==> config.mk <==
export PLATFORM = sky130hd
export DESIGN_NAME = fetch_ctrl
export DESIGN_NICKNAME = d
export VERILOG_FILES = /design/src/rtl/fetch_ctrl_pkg.sv /design/src/rtl/fetch_ctrl_pcadder.sv /design/src/rtl/fetch_ctrl.sv
export SDC_FILE = /design/constraint.sdc
export NUM_CORES = 1
export LEC_CHECK = 0
export CAP_MARGIN = 20
export CORE_UTILIZATION = 40
export CTS_CLUSTER_SIZE = 25
export DETAILED_ROUTE_END_ITERATION = 6
export PLACE_DENSITY = 0.73
export SYNTH_ARGS = -nofsm -noshare
export SYNTH_HDL_FRONTEND = slang
export SYNTH_HIERARCHICAL = 1
export SYNTH_SLANG_ARGS = --single-unit
==> constraint.sdc <==
create_clock -name clk -period 6.4 [get_ports clk]
set_clock_uncertainty 0.1 [all_clocks]
set_input_delay 0.64 -clock clk [delete_from_list [all_inputs] [get_ports clk]]
set_output_delay 0.64 -clock clk [all_outputs]
set_load 0.005 [all_outputs]
==> src/rtl/fetch_ctrl_pkg.sv <==
// Shared definitions for the instruction-fetch controller:
// reset PC, FSM state encoding and the NOP word used for empty/faulting slots.
package fetch_ctrl_pkg;

  localparam logic [31:0] RESET_PC = 32'hBFC0_0000;
  localparam logic [31:0] NOP      = 32'h0000_0000;

  typedef enum logic [1:0] {
    S_REQ  = 2'd0,
    S_WAIT = 2'd1,
    S_IDLE = 2'd2
  } fetch_state_e;

endpackage

==> src/rtl/fetch_ctrl_pcadder.sv <==
// Sequential next-PC adder: PC + 4, wrapping modulo 2^32.
module fetch_ctrl_pcadder (
  input  logic [31:0] pc,
  output logic [31:0] pc_next
);

  assign pc_next = pc + 32'd4;

endmodule

==> src/rtl/fetch_ctrl.sv <==
// Instruction-fetch controller: owns the fetch PC, issues one SRAM-style
// request at a time, and hands fetched words to decode through a single
// output slot. Redirects that race an outstanding transaction set a cancel
// flag so that the stale response is dropped before the new fetch starts.
module fetch_ctrl
  import fetch_ctrl_pkg::*;
(
  input  logic        clk,
  input  logic        rst,
  output logic        inst_req,
  output logic [31:0] inst_addr,
  input  logic        inst_addr_ok,
  input  logic        inst_data_ok,
  input  logic [31:0] inst_rdata,
  input  logic        br_taken,
  input  logic [31:0] br_target,
  input  logic        exc_flush,
  input  logic [31:0] exc_pc,
  input  logic        id_allowin,
  output logic        if_valid,
  output logic [31:0] if_pc,
  output logic [31:0] if_inst,
  output logic        if_adel
);

  fetch_state_e state;
  logic [31:0]  fetch_pc;
  logic [31:0]  pc_plus4;
  logic         cancel;
  logic         redirect;
  logic [31:0]  redirect_pc;
  logic         consumed;
  logic         slot_free;
  logic         misaligned;

  fetch_ctrl_pcadder u_pcadder (
    .pc      (fetch_pc),
    .pc_next (pc_plus4)
  );

  assign redirect    = exc_flush | br_taken;
  assign redirect_pc = exc_flush ? exc_pc : br_target;
  assign consumed    = if_valid & id_allowin;
  assign slot_free   = ~if_valid | id_allowin;
  assign misaligned  = |fetch_pc[1:0];
  assign inst_addr   = fetch_pc;

  // A request goes out only when nothing stale is in flight and the slot can take the reply.
  always_comb begin
    inst_req = 1'b0;
    if (!rst && state == S_REQ && !cancel && !misaligned && slot_free)
      inst_req = 1'b1;
  end

  // Fetch FSM, PC, cancel flag and output slot; redirects override everything else.
  always_ff @(posedge clk or posedge rst) begin
    if (rst) begin
      state    <= S_REQ;
      fetch_pc <= RESET_PC;
      cancel   <= 1'b0;
      if_valid <= 1'b0;
      if_pc    <= RESET_PC;
      if_inst  <= NOP;
      if_adel  <= 1'b0;
    end else if (redirect) begin
      state    <= S_REQ;
      fetch_pc <= redirect_pc;
      if_valid <= 1'b0;
      if_adel  <= 1'b0;
      cancel   <= (cancel && !inst_data_ok)
                | (state == S_WAIT && !inst_data_ok)
                | (inst_req && inst_addr_ok);
    end else if (cancel) begin
      if (inst_data_ok)
        cancel <= 1'b0;
      if (consumed)
        if_valid <= 1'b0;
    end else begin
      if (consumed)
        if_valid <= 1'b0;
      case (state)
        S_REQ: begin
          if (misaligned) begin
            if (slot_free) begin
              if_valid <= 1'b1;
              if_pc    <= fetch_pc;
              if_inst  <= NOP;
              if_adel  <= 1'b1;
              state    <= S_IDLE;
            end
          end else if (inst_req && inst_addr_ok) begin
            state <= S_WAIT;
          end
        end
        S_WAIT: begin
          if (inst_data_ok) begin
            if_valid <= 1'b1;
            if_pc    <= fetch_pc;
            if_inst  <= inst_rdata;
            if_adel  <= 1'b0;
            fetch_pc <= pc_plus4;
            state    <= slot_free ? S_REQ : S_IDLE;
          end
        end
        S_IDLE: begin
          if (consumed && !misaligned)
            state <= S_REQ;
        end
        default: state <= S_REQ;
      endcase
    end
  end

endmodule

==> qor.txt <==
Max Slew Vio Count: 0
Worst Hold Class: reg2reg
DIE AREA: 14,130 um^2
Reg2Reg Launch Point: inst_addr[2]
CTS tree: built
critical path endpoint category: flop
Synth cell types: 41
CTS Buf Count: 9
Clock Latency Late Sink: 0.34 ns
Seq. cell area: 2550 um^2
fin crit period: 3.100 ns
maximum clock frequency: 322.6 MHz
final core utilization: 58.87%
Net Switching: 0.5589 mW
Die H: 118.9 um
pin slew with the least headroom to its limit: 1.017 ns
grt met1 use: 27.20%
vias in the first global route: 4,499
max_slew headroom: 32.22%
core outline area: 13,300 um^2
Root Buffer: clkbuf_16
Req. time, crit path: 6.56 ns
RePlAce Congestion: 0.8129
GR Overflow Total: 0
Remaining DRCs: 0
share of cells above drive strength 1: 11.74%
Post-Syn Area: 5464 um^2
number of I/O pins: 202
DP HPWL: 10.16 mm
Leak: 3.447 nW
area of the multi-input gates: 2567 um^2
Pwr Total: 2.077 mW
antenna violations before repair: 0
Initial Util: 41.10%
Post-synth EDFFs: 0
Sw Ratio: 26.91%
asr flop ratio synth: 100.0%
hold path startpoint: inst_addr[29]
clk slew on worst S/H paths: 0.07 ns
pwr/cell area: 265.4 nW/um^2
slowest library cell on the worst path: buf_2
#FFs+latches synth: 101
diode count: 0
average wire per standard cell: 15.65 um
logic gate share of total power: 31.2%
busiest grt layer: met2
Post-Place Worst Slack: 2.924 ns
Net Count, Synth: 638
Finished Cell Area: 7826 um^2
first drt pass iteration count: 4
clk buf depth: 2
post-CTS setup buffers: 0
setup TNS: 0 ns
Reg power frac: 44.2%
Die Span X: 118.9 um
Crit. Startpoint: br_taken
crit path max fanout: 46
Total Nets Final: 823
H-tree lvl count: 3
cells along the critical path: buf_2 -> nor2_1 -> nand3_4 -> buf_4 -> mux2_2
hold-fix buffers at CTS: 0
Post-Syn Instances: 534
Post-CTS Resized: 0
GR Layer Usage met2: 34.10%
worst vdd ir: 0.0001378 V
area grow syn2layout: 43.23%
first-pass GRT wire length: 22.99 mm
max_cap viols: 0
row cnt: 42
antenna violation net count after detailed routing: 0
CP arrival: 3.26 ns
First DRT Iteration DRCs: 282
IO buf count: 201
DR vias/cell: 4.877
Vias: 4,389
Cell Area, Placed: 7518 um^2
Setup WS post-layout: 3.300 ns
GR Util All Layers: 20.50%
Syn Area/Cell: 10.23 um^2
Setup Viol. Count Final: 0
RSZ-0062 raised after global routing: no
CP Class: in2reg
Post-synth top flop: dfrtp_1
Clock power frac: 24.6%
status: finished clean
fill cell count: 1,130
Hold Vio Cnt, Final: 0
GR met3 Demand/Resource: 2.969%
crit share post-route: 48.43%
startpoint types: primary input
Sink Count: 101
Pint: 1.518 mW
register area share after synthesis: 46.67%
Yosys warnings: 6
drt total wl: 14.09 mm
Max stage delay on crit path: 0.74 ns
largest net degree at the start of global routing: 83
==> final cells by class <==
class / count / share of cell area [%]
repair buffers: 207 / 26.41
well taps: 176 / 2.814
clock buffers: 12 / 3.149
clock inverters: 4 / 0.4317
inverters: 37 / 1.807
multi-input cells: 363 / 32.81
flip-flops and latches: 101 / 32.58
==> metal layers <==
| metal | part of all wire [%] | vias to the layer above |
|---|---|---|
| met5 | 0 | - |
| met4 | 2.2 | 0 |
| met3 | 4.3 | 22 |
| met2 | 49 | 137 |
| met1 | 44 | 2067 |
| li1 | - | 2163 |
==> flip-flops by register name, indices dropped and copies added, names as in the netlist <==
name	cells
if_adel	1
if_inst	32
if_valid	1
state	2
if_pc	32
inst_addr	32
cancel	1
==> cell usage after synthesis (all sizes together), types with 2 or more instances <==
master	n	share of area, %
clkbuf	9	0.64
inv	37	2.5
nor2	44	3.1
nand3	16	1.5
nor3	2	0.18
nand4	13	1.7
mux2i	64	12
and2	2	0.23
nand2	72	4.9
xnor2	20	3.2
dfrtp	83	38
buf	24	3.4
nor2b	3	0.48
xor2	8	1.3
and3	4	0.48
o21ai	34	3.1
nand2b	2	0.23
dfstp	18	8.7
a21oi	36	3.3
mux2	32	8.5
==> cells in the final DEF, fill, tap and decap left out, types with 2 or more instances in the layout <==
cell type and count:
clkdlybuf4s50_1 199, dfrtp_1 83, nand2_1 72, mux2i_1 64, nor2_1 43, inv_1 36, a21oi_1 36, mux2_4 28
o21ai_0 25, xnor2_1 20, dfstp_2 18, nand3_1 15, nand4_1 11, o21ai_1 9, clkbuf_16 9, xor2_1 8
buf_4 5, mux2_2 4, and3_1 3, nand2b_1 2, clkbuf_1 2, clkinv_4 2, buf_2 2, nand4_2 2
and2_1 2, nor3_1 2
==> stage by stage <==
step | hold slack, ns | std cells
after floorplan | 0.3875 | 534
after global placement | 0.3956 | 883
after detailed placement | 0.3991 | 883
after CTS | 0.4141 | 899
after global routing | 0.4374 | 900
final | 0.4079 | 900
==> power by group through the flow <==
stage | clock network, mW | logic (mW) | registers, mW
detailed placement | 0 | 0.653 | 0.926
finish | 0.510 | 0.648 | 0.918
global placement | 0 | 0.640 | 0.922
floorplan | 0 | 0.285 | 0.903
global route | 0.548 | 0.697 | 0.937
CTS | 0.525 | 0.655 | 0.919
==> worst max-delay path, delay by kind of cell <==
kind / cells / cell delay (ns)
and+or+nand+nor: 2 / 0.67
muxes: 1 / 0.42
buffers and inverters: 2 / 1.45
==> worst paths after layout <==
| check | end | slack, ns | depth (start not counted) |
|---|---|---|---|
| max | if_pc[27] | 3.30 | 5 |
| min | inst_addr[29] | 0.41 | 2 |
| max reg2reg | inst_addr[16] | 3.87 | 9 |
| min reg2reg | inst_addr[29] | 0.41 | 2 |
| max in group asynchronous | inst_addr[25] | 4.70 | 4 |
| min in group asynchronous | if_inst[26] | 0.57 | 2 |
==> kinds of logic after synthesis <==
| family | Yosys count | share of synthesized area (%) |
|---|---|---|
| muxes | 96 | 20.24 |
| buffers and inverters | 70 | 6.618 |
| xor gates and xnor gates | 28 | 4.488 |
| and+or+nand+nor | 163 | 14.11 |
| adders and majority gates | 1 | 0.2290 |
| AOI/OAI and AO/OA | 75 | 7.648 |
| DFF | 101 | 46.67 |
Note: power is estimated with default switching activity, not from simulation.
